File: src/rtl/rto_frame_decoder_if.sv
`timescale 1ns/1ps
// Line-side input and word-side outputs of the RTO frame decoder.
interface rto_frame_decoder_if #(
    parameter int DATA_W = 8
);
    logic              rto_in;
    logic [DATA_W-1:0] data_out;
    logic              data_valid;
    logic              code_err;
    logic              busy;

    modport master (output rto_in, input data_out, data_valid, code_err, busy);
    modport slave  (input rto_in, output data_out, data_valid, code_err, busy);
endinterface

File: src/rtl/rto_frame_decoder.sv
`timescale 1ns/1ps
// Oversampling RTO line receiver: start, DATA_W bits LSB first, stop; flags code violations.
// data_valid lands (DATA_W+1)*OVS+OVS/4+3 cycles after the first low sample; no backpressure, one-cycle strobes.
module rto_frame_decoder #(
    parameter int OVS    = 16,
    parameter int DATA_W = 8
) (
    input  logic               clk,
    input  logic               rst,
    rto_frame_decoder_if.slave rx
);
    localparam int CW = (OVS > 1) ? $clog2(OVS) : 1;
    localparam int BW = (DATA_W > 1) ? $clog2(DATA_W) : 1;
    localparam logic [CW-1:0] CNT_LAST = CW'(OVS - 1);
    localparam logic [CW-1:0] CNT_SAMP = CW'(OVS / 4);
    localparam logic [CW-1:0] CNT_RET  = CW'(3 * OVS / 4);
    localparam logic [BW-1:0] BIT_LAST = BW'(DATA_W - 1);

    typedef enum logic [1:0] {S_IDLE, S_START, S_DATA, S_STOP} state_t;

    state_t            state_q, state_d;
    logic              sync1_q, sync2_q, prev_q;
    logic [CW-1:0]     cnt_q, cnt_d;
    logic [BW-1:0]     bit_q, bit_d;
    logic [DATA_W-1:0] shift_q, shift_d;
    logic [DATA_W-1:0] data_q, data_d;
    logic              valid_q, valid_d;
    logic              err_q, err_d;
    logic              busy;

    logic fall, at_samp, at_ret, at_wrap;

    assign fall    = prev_q & ~sync2_q;
    assign at_samp = (cnt_q == CNT_SAMP);
    assign at_ret  = (cnt_q == CNT_RET);
    assign at_wrap = (cnt_q == CNT_LAST);

    // Synchroniser resets to the idle level so reset release never looks like a start edge.
    always_ff @(posedge clk) begin
        if (rst) begin
            sync1_q <= 1'b1;
            sync2_q <= 1'b1;
            prev_q  <= 1'b1;
        end else begin
            sync1_q <= rx.rto_in;
            sync2_q <= sync1_q;
            prev_q  <= sync2_q;
        end
    end

    always_ff @(posedge clk) begin
        if (rst) begin
            state_q <= S_IDLE;
            cnt_q   <= '0;
            bit_q   <= '0;
            shift_q <= '0;
            data_q  <= '0;
            valid_q <= 1'b0;
            err_q   <= 1'b0;
        end else begin
            state_q <= state_d;
            cnt_q   <= cnt_d;
            bit_q   <= bit_d;
            shift_q <= shift_d;
            data_q  <= data_d;
            valid_q <= valid_d;
            err_q   <= err_d;
        end
    end

    always_comb begin
        state_d = state_q;
        case (state_q)
            S_IDLE: begin
                if (fall) state_d = S_START;
            end
            S_START: begin
                if (at_samp && sync2_q)     state_d = S_IDLE;
                else if (at_ret && !sync2_q) state_d = S_IDLE;
                else if (at_wrap)            state_d = S_DATA;
            end
            S_DATA: begin
                if (at_ret && !sync2_q)                 state_d = S_IDLE;
                else if (at_wrap && (bit_q == BIT_LAST)) state_d = S_STOP;
            end
            S_STOP: begin
                // Linger one cycle after the good stop sample so busy covers the valid strobe.
                if (valid_q)                  state_d = S_IDLE;
                else if (at_samp && !sync2_q) state_d = S_IDLE;
            end
            default: state_d = S_IDLE;
        endcase
    end

    always_comb begin
        cnt_d   = at_wrap ? '0 : cnt_q + CW'(1);
        bit_d   = bit_q;
        shift_d = shift_q;
        data_d  = data_q;
        valid_d = 1'b0;
        err_d   = 1'b0;
        busy    = (state_q != S_IDLE);
        case (state_q)
            S_IDLE: begin
                cnt_d = fall ? CW'(1) : '0;
                bit_d = '0;
            end
            S_START: begin
                bit_d = '0;
                if (at_ret && !sync2_q) err_d = 1'b1;
            end
            S_DATA: begin
                if (at_samp) shift_d = (shift_q >> 1) | (DATA_W'(sync2_q) << (DATA_W - 1));
                if (at_ret && !sync2_q) err_d = 1'b1;
                if (at_wrap) bit_d = bit_q + BW'(1);
            end
            S_STOP: begin
                if (at_samp && !valid_q) begin
                    if (sync2_q) begin
                        valid_d = 1'b1;
                        data_d  = shift_q;
                    end else begin
                        err_d = 1'b1;
                    end
                end
            end
            default: ;
        endcase
    end

    assign rx.data_out   = data_q;
    assign rx.data_valid = valid_q;
    assign rx.code_err   = err_q;
    assign rx.busy       = busy;
endmodule

File: src/flat_wrapper.sv
// flat-port wrapper written by rule: the top's interface ports become plain ports
module rto_frame_decoder_flat 
#(
    parameter int OVS    = 16,
    parameter int DATA_W = 8
)
  (clk, rst, rx_rto_in, rx_data_out, rx_data_valid, rx_code_err, rx_busy);
  rto_frame_decoder_if #(.DATA_W(DATA_W)) rx_i ();
  input  logic clk;
  input  logic rst;
  input wire logic [$bits(rx_i.rto_in)-1:0] rx_rto_in;
  output wire logic [$bits(rx_i.data_out)-1:0] rx_data_out;
  output wire logic [$bits(rx_i.data_valid)-1:0] rx_data_valid;
  output wire logic [$bits(rx_i.code_err)-1:0] rx_code_err;
  output wire logic [$bits(rx_i.busy)-1:0] rx_busy;
  assign rx_i.rto_in = rx_rto_in;
  assign rx_data_out = rx_i.data_out;
  assign rx_data_valid = rx_i.data_valid;
  assign rx_code_err = rx_i.code_err;
  assign rx_busy = rx_i.busy;
  rto_frame_decoder #(.OVS(OVS), .DATA_W(DATA_W)) u_core (.clk(clk), .rst(rst), .rx(rx_i));
endmodule
File: config.mk
export PLATFORM = sky130hd
export DESIGN_NAME = rto_frame_decoder_flat
export DESIGN_NICKNAME = d
export VERILOG_FILES = /design/src/rtl/rto_frame_decoder_if.sv /design/src/rtl/rto_frame_decoder.sv /design/src/flat_wrapper.sv
export SDC_FILE = /design/constraint.sdc
export NUM_CORES = 1
export LEC_CHECK = 0
export ABC_AREA = 1
export CORE_MARGIN = 5
export CORE_UTILIZATION = 45
export DETAILED_ROUTE_END_ITERATION = 8
export GPL_TIMING_DRIVEN = 0
export MAX_ROUTING_LAYER = met4
export PLACE_DENSITY = 0.66
export SLEW_MARGIN = 40
export SYNTH_ARGS = -nofsm -noshare
export SYNTH_HDL_FRONTEND = slang
export SYNTH_SLANG_ARGS = --single-unit
File: constraint.sdc
create_clock -name clk -period 1.8 [get_ports clk]
set_clock_uncertainty 0.05 [all_clocks]
set_input_delay 0.27 -clock clk [delete_from_list [all_inputs] [get_ports clk]]
set_output_delay 0.27 -clock clk [all_outputs]
set_load 0.01 [all_outputs]
==> results of run 1 <==
[report_power, final]
group / switching, uW / internal (uW) / leakage [uW] / total [uW]
sequential: 36.3 / 706 / 0.000244 / 743
combinational: 323 / 199 / 0.000356 / 523
clock: 228 / 323 / 0.0000443 / 551
total: 588 / 1230 / 0.000644 / 1820
[worst reg2reg max path: cells and delay by family (launching register included)]
kind	cells	cell delay (ps)
DFF	1	380
AOI/OAI and AO/OA	2	210
and+or+nand+nor	2	210
adders and majority gates	1	230
buffers and inverters	3	370
[cell usage in the layout, fill, tap and decap left out, types with 3 or more instances in the layout]
cell type / n
o21ai_0: 13
clkbuf_4: 5
inv_2: 3
clkdlybuf4s50_1: 11
ha_1: 7
nand3_1: 6
nor2_1: 16
buf_2: 3
a21oi_1: 17
inv_1: 16
nand2_1: 28
dfxtp_1: 28
[path summary, 6_finish.rpt]
check | to | slack [ps] | depth (start not counted)
worst max-delay path | rx_busy | 130 | 4
worst min-delay path | u_core.rx.data_valid | 260 | 2
worst min register to register | u_core.sync2_q | 370 | 1
worst max register to register | u_core.shift_q[5] | 280 | 8
[state kept, by name, summed over array words and instances (netlist names)]
register and flops:
u_core.rx.data_valid 1, u_core.cnt_q 4, u_core.sync1_q 1, u_core.bit_q 3
u_core.rx.code_err 1, u_core.sync2_q 1, u_core.rx.data_out 8, u_core.state_q 2
u_core.shift_q 8, u_core.prev_q 1
[logic make-up (layout without fill, tap and decap cells)]
| family | count (synthesis) | in the layout | synth area share (%) |
|---|---|---|---|
| and+or+nand+nor | 60 | 60 | 21.0 |
| AOI/OAI and AO/OA | 41 | 41 | 17.8 |
| DFF | 30 | 30 | 44.9 |
| buffers and inverters | 26 | 45 | 8.79 |
| adders and majority gates | 8 | 8 | 7.48 |
[cells in the mapped netlist]
cell       n
buf_2      3
nor2_2     1
nand2_2    2
clkinv_4   1
nor2_4     1
o31ai_2    1
nand3_4    1
clkbuf_1   2
o21ai_1    2
a21oi_2    2
buf_8      1
inv_2      3
o21ai_2    2
a21boi_0   1
nand3_1    6
ha_1       8
o21ai_0   13
nand2_1   28
nor2_1    16
nand4_1    1
o211ai_1   2
inv_1     16
dfxtp_1   30
or2_2      2
o21bai_1   1
a21oi_1   17
nand3_2    2
[metrics by stage]
stage,worst slack [ps],power (uW)
final,127,1820
after global routing,33.0,1960
after CTS,74.8,1820
after detailed placement,118,1270
after global placement,135,1260
after floorplan,467,1140
[layer usage]
| layer | share of wire [%] | vias to the layer above | track usage (%) | wire (um) |
|---|---|---|---|---|
| met5 | 0 | - | - | 0 |
| met4 | 1.3 | 0 | 6.86 | 33 |
| met3 | 5.4 | 4 | 5.35 | 134 |
| met2 | 46 | 21 | 22.6 | 1160 |
| met1 | 47 | 492 | 15.3 | 1170 |
| li1 | - | 570 | - | - |
[cell type report]
type                            count  area, um^2
Fill cell                         283        1220
Clock buffer                        6        51.3
Sequential cell                    30         603
Timing Repair Buffer               12         119
Tap cell                           31        38.8
Inverter                           20        80.1
Buffer                              6        37.5
Clock inverter                      1        30.0
Multi-Input combinational cell    109         622
==> flow_summary.toml, run 1 <==
[status]
status = "finished clean"

[grt]
grt_pass1_vias = 1051
grt_pass1_wl_um = 4390
grt_util_all_layers_pct = 14.1
grt_max_degree = 11
antenna_found_initial = 0
grt.overflow.total = 0

[critical_path]
cp_num_buf_inv = 3
worstPathCellList = "inv_1 -> ha_2 -> inv_1 -> dlygate4sd2_1"
cp_top_family = "buffers and inverters"
endpoint_kind = "output port"
worstReg2RegStart = "u_core.cnt_q[0]"
slowest_delay_ps = 350
path_common_cell = "inv_1"
worstPathMaxFanout = 5
worst_path_max_delay_cell = "dfxtp_2"
startpoint = "u_core.state_q[0]"
arrival_ps = 1350
critical_path_class = "reg2out"
worst_ep_required_time_ps = 1480
start_kind = "flop"

[sta]
tightest_slew_ps = 407
slew_viol_final = 0
hold_ws_ps = 257
setup_viol = 0
hold_viol_final = 0
fin_crit_sh_pct = 93.0
maxSlewHeadroom_pct = 72.9
fin_crit_ps = 1670
tns_ps = 0
rsz0062_at_grt = "false"
fmax_ghz = 0.598

[hold_path]
min-delay-start = "rst"
hold_path_class = "in2reg"

[drt]
wl_per_cell_um = 11.6
via_per_inst = 5.06
route.detailed.drc = 0
first_pass_iters = 4
drtAntennaViolNets = 0
first_iter_violations = 44
num_vias = 1087
wl_um = 2500

[clock_network]
cts_hold_buf = 0
postCtsResizedCells = 3
cts.clk_slew.worst_paths_ps = 90
cts_max_path_buffers = 2
cts_buffers = 5
cts_setup_buffers = 0
cts_tree = "yes"
cts_root_buf = "clkbuf_4"
worstSkewPairLatency_ps = 330
ctsHtreeMaxLevel = 2
clock_sinks = 30

[floorplan]
io-pin-count = 14
fp.dieW_um = 64.5
die_area_mm2 = 0.00416
rows = 19
die_y_um = 64.5
start_util_pct = 47.7
core-area_mm2 = 0.00281

[finish]
drive_gt1_share_pct = 17.4
fin_cells = 215
antenna_cells = 0
fin_area_mm2 = 0.00158
synthToLayoutAreaGrowth_pct = 18.2
fin_util_pct = 56.4
nNetsFinal = 195

[logic_synthesis]
yosysTopAreaCell = "dfxtp_1"
synth_area_mm2 = 0.00134
synth_top_area_share_pct = 44.9
avgSynthCellArea_um2 = 8.11
yosysWarnings = 0
syn_nets = 176
synth_cell_types = 27
synth-seq-area-share_pct = 44.9
synth-seq-cells = 30
synthTopCellsByArea = "dfxtp_1, nand2_1, ha_1"
syn_inst = 165

[place]
gp_congestion = 0.819
port_buffers = 12
placed_area_mm2 = 0.00150
placed_cells = 208
hpwl_um = 1860

[power_and_ir_drop]
power_density_mw_per_mm2 = 1150
leakagePower_uw = 0.000644
ir_drop_mv = 0.628

[job]
cap_violations = 0
Power figures use the tool's default switching activity.
==> inputs of run 2 (changes only) <==
--- a/config.mk
+++ b/config.mk
@@ -7,11 +7,11 @@
 export LEC_CHECK = 0
 export ABC_AREA = 1
 export CORE_MARGIN = 5
-export CORE_UTILIZATION = 45
+export CORE_UTILIZATION = 54
 export DETAILED_ROUTE_END_ITERATION = 8
 export GPL_TIMING_DRIVEN = 0
 export MAX_ROUTING_LAYER = met4
-export PLACE_DENSITY = 0.66
+export PLACE_DENSITY = 0.77
 export SLEW_MARGIN = 40
 export SYNTH_ARGS = -nofsm -noshare
 export SYNTH_HDL_FRONTEND = slang
==> flow_summary.toml, run 2 (synthesized netlist as in run 1, its figures left out) <==
[finish]
fillCellCount = 220
synthToLayoutAreaGrowth_pct = 16.7
drive_gt1_share_pct = 17.8
antenna_cells = 0
nNetsFinal = 195
seqCellArea_um2 = 603
multiInputGateArea_um2 = 619
fin_area_mm2 = 0.00156
final_cell_mix = "nand2_1, dfxtp_1, a21oi_1, nor2_1, inv_1"

[clock_network]
cts_setup_buffers = 0
ctsHtreeMaxLevel = 2
cts_root_buf = "clkbuf_4"
postCtsResizedCells = 3
cts_max_path_buffers = 2
cts_hold_buf = 0
worstSkewPairLatency_ps = 340
cts_buffers = 5
cts_tree = "yes"
cts.clk_slew.worst_paths_ps = 100
clock_sinks = 30

[power_and_ir_drop]
clkPwrFrac_pct = 25.6
leakagePower_uw = 0.000633
power_density_mw_per_mm2 = 1090
p_seq_share_pct = 43.9
power_frac_comb_pct = 30.5
ir_drop_mv = 0.763
switchingPower_uw = 607
internal-power_uw = 1090
switching_share_pct = 35.8

[floorplan]
rows = 18
core-area_mm2 = 0.00243
start_util_pct = 55.0
io-pin-count = 14
die_area_mm2 = 0.00357
fp.dieW_um = 59.8
die_y_um = 59.8

[critical_path]
worstReg2RegStart = "u_core.cnt_q[0]"
start_kind = "flop"
cp_top_family = "buffers and inverters"
rrSetupSlack_ps = 230
arrival_ps = 1380
worst_ep_required_time_ps = 1480
slowest_delay_ps = 360
worst_r2r_endpoint = "u_core.shift_q[6]"
worstPathCellList = "inv_1 -> ha_1 -> inv_2 -> dlygate4sd2_1"
critical_path_class = "reg2out"
worstPathMaxFanout = 5
cp_num_buf_inv = 3
endpoint_kind = "output port"
worst_path_max_delay_cell = "dfxtp_2"
r2r_cells = 8

[grt]
grt_pass1_wl_um = 4620
grt_util_all_layers_pct = 18.0
grt.overflow.total = 0
antenna_found_initial = 0
grt_max_degree = 11
grt_pass1_vias = 1075

[sta]
fin_crit_ps = 1700
fmax_ghz = 0.589
rsz0062_at_grt = "false"
setup_viol = 0
fin_crit_sh_pct = 94.3
hold_viol_final = 0
maxSlewHeadroom_pct = 72.1
slew_viol_final = 0
tightest_slew_ps = 418
tns_ps = 0

[place]
port_buffers = 12
placed_area_mm2 = 0.00150
gp_congestion = 0.866
hpwl_um = 1880

[hold_path]
min-delay-start = "rst"
hold_path_end = "u_core.rx.data_valid"
holdPathStages = 2
hold_path_class = "in2reg"

[drt]
wl_met3_um = 124
route.detailed.drc = 0
wl_per_cell_um = 12.2
met1Wirelength_um = 1210
first_iter_violations = 42
dr_wl_met2_um = 1220
via_per_inst = 5.23
first_pass_iters = 4
drtAntennaViolNets = 0
wl_um = 2630
num_vias = 1125
highest_layer = "met4"

[job]
cap_violations = 0

[status]
status = "finished clean"
## run 2: power groups by stage
stage                     sequential, uW  clock, uW  combinational (uW)
after global placement               749          0                 501
after CTS                            744        441                 512
after global routing                 750        470                 593
final                                744        433                 517
after detailed placement             754          0                 523
after floorplan                      743          0                 401
## run 2: through the flow
step	util [%]	hold slack, ps	setup WS (ps)	power, uW	instances
after global placement	61.5	346	143	1250	207
after floorplan	-	324	467	1140	165
after global routing	64.1	279	17.5	1810	215
final	64.1	252	102	1690	215
after detailed placement	61.5	355	104	1280	207
after CTS	64.1	237	61.1	1700	215
## run 2: worst max path at each step
stage | startpoint | endpoint | slack (ps) | depth (start not counted)
floorplan | u_core.cnt_q[0] | u_core.rx.data_out[4] | 470 | 9
global placement | u_core.state_q[0] | rx_busy | 140 | 4
detailed placement | u_core.state_q[0] | rx_busy | 100 | 4
CTS | u_core.state_q[0] | rx_busy | 60 | 4
global route | u_core.state_q[0] | rx_busy | 20 | 4
finish | u_core.state_q[0] | rx_busy | 100 | 4
## run 2: layout make-up
class | instances | share of cell area, %
Clock buffer | 6 | 3.29
Tap cell | 30 | 2.41
Buffer | 6 | 2.41
Sequential cell | 30 | 38.7
Inverter | 20 | 5.13
Timing Repair Buffer | 12 | 7.62
Clock inverter | 2 | 0.802
Multi-Input combinational cell | 109 | 39.7
## run 2: per-layer routing
layer,vias to the layer above,global-route usage [%]
li1,573,-
met1,519,21.1
met2,24,26.7
met3,9,6.48
met4,0,9.49
met5,-,-
==> inputs of run 3 (changes only) <==
--- a/config.mk
+++ b/config.mk
@@ -6,6 +6,7 @@
 export NUM_CORES = 1
 export LEC_CHECK = 0
 export ABC_AREA = 1
+export CORE_ASPECT_RATIO = 1.5
 export CORE_MARGIN = 5
 export CORE_UTILIZATION = 54
 export DETAILED_ROUTE_END_ITERATION = 8
==> flow_summary.toml, run 3 (synthesized netlist as in run 1, its figures left out) <==
[critical_path]
start_kind = "flop"
arrival_ps = 1390
worst_ep_required_time_ps = 1480
worstPathMaxFanout = 5
slowest_delay_ps = 370
critical_path_class = "reg2out"
cp_top_family = "buffers and inverters"
cp_num_buf_inv = 3
endpoint_kind = "output port"
worst_path_max_delay_cell = "dfxtp_2"
rrSetupSlack_ps = 260
path_common_cell = "inv_1"
worstPathCellList = "inv_1 -> ha_1 -> inv_1 -> dlygate4sd2_1"

[clock_network]
worstSkewPairLatency_ps = 320
clock_sinks = 30
cts_buffers = 5
cts_tree = "yes"
cts.clk_slew.worst_paths_ps = 90
cts_root_buf = "clkbuf_4"
cts_max_path_buffers = 2
ctsHtreeMaxLevel = 2

[sta]
setup_viol = 0
hold_ws_ps = 269
fmax_ghz = 0.584
maxSlewHeadroom_pct = 72.3
slew_viol_final = 0
rsz0062_at_grt = "false"
fin_crit_sh_pct = 95.1
tightest_slew_ps = 415
hold_viol_final = 0
tns_ps = 0
fin_crit_ps = 1710

[grt]
grt_pass1_vias = 1183
grt_util_all_layers_pct = 18.0
antenna_found_initial = 0
grt.overflow.total = 0
grt_pass1_wl_um = 4980
grt_max_degree = 11

[floorplan]
core-area_mm2 = 0.00242
fp.dieW_um = 50.6
die_area_mm2 = 0.00359
start_util_pct = 55.2
io-pin-count = 14
die_y_um = 71.0
rows = 22

[status]
status = "finished clean"

[job]
cap_violations = 0

[drt]
wl_um = 2660
via_per_inst = 5.35
first_iter_violations = 18
first_pass_iters = 4
drtAntennaViolNets = 0
num_vias = 1119
route.detailed.drc = 0
wl_per_cell_um = 12.7

[finish]
nNetsFinal = 195
seqCellArea_um2 = 603
fin_util_pct = 63.9
fillCellCount = 220
drive_gt1_share_pct = 16.8
antenna_cells = 0
multiInputGateArea_um2 = 619
synthToLayoutAreaGrowth_pct = 15.8
final_cell_mix = "nand2_1, dfxtp_1, a21oi_1, inv_1, nor2_1"

[power_and_ir_drop]
leakagePower_uw = 0.000636
ir_drop_mv = 0.735
power_density_mw_per_mm2 = 1090

[place]
port_buffers = 12
hpwl_um = 2010
gp_congestion = 0.942

[hold_path]
hold_path_class = "in2reg"
run 3: cell type report:
class | count | share of cell area (%)
buffer | 6 | 2.42
clock buffer | 7 | 3.55
tap | 24 | 1.94
sequential | 30 | 38.9
timing repair buffer | 12 | 7.67
inverter | 20 | 5.17
clock inverter | 1 | 0.323
multi-input combinational | 109 | 40.0
run 3: through the flow:
step / cells / setup slack (ps) / area [um^2] / power (uW)
6_report: 209 / 88.5 / 1550 / 1680
5_1_grt: 209 / 19.8 / 1550 / 1820
4_1_cts: 209 / 66.5 / 1550 / 1700
3_5_place_dp: 201 / 115 / 1490 / 1290
3_3_place_gp: 201 / 148 / 1490 / 1270
2_1_floorplan: 165 / 467 / 1340 / 1140
run 3: worst paths after layout:
kind / startpoint / end / depth (start not counted)
worst max register to register: u_core.cnt_q[0] / u_core.shift_q[5] / 8
worst max-delay path: u_core.state_q[0] / rx_busy / 4
worst min register to register: u_core.sync1_q / u_core.sync2_q / 1
worst min-delay path: rst / u_core.rx.data_valid / 2
run 3: metal layers:
| metal | GRT usage [%] | vias up | routed length (um) |
|---|---|---|---|
| li1 | - | 569 | - |
| met1 | 18.6 | 527 | 1070 |
| met2 | 30.8 | 16 | 1450 |
| met3 | 4.42 | 7 | 77 |
| met4 | 8.81 | 0 | 65 |
| met5 | - | - | 0 |
run 3: power breakdown:
part / switching [uW] / leakage (uW) / total (uW) / internal, uW
combinational: 331 / 0.000357 / 523 / 192
sequential: 38.2 / 0.000244 / 745 / 706
clock: 224 / 0.0000353 / 413 / 189
total: 593 / 0.000636 / 1680 / 1090
run 3: repair_timing:
action | 4_1_cts | 5_1_grt
hold buffers | 0 | 0
buffers inserted | 0 | 0
endpoints found under the setup margin | 1 | 0
gates resized for setup | 3 | 0
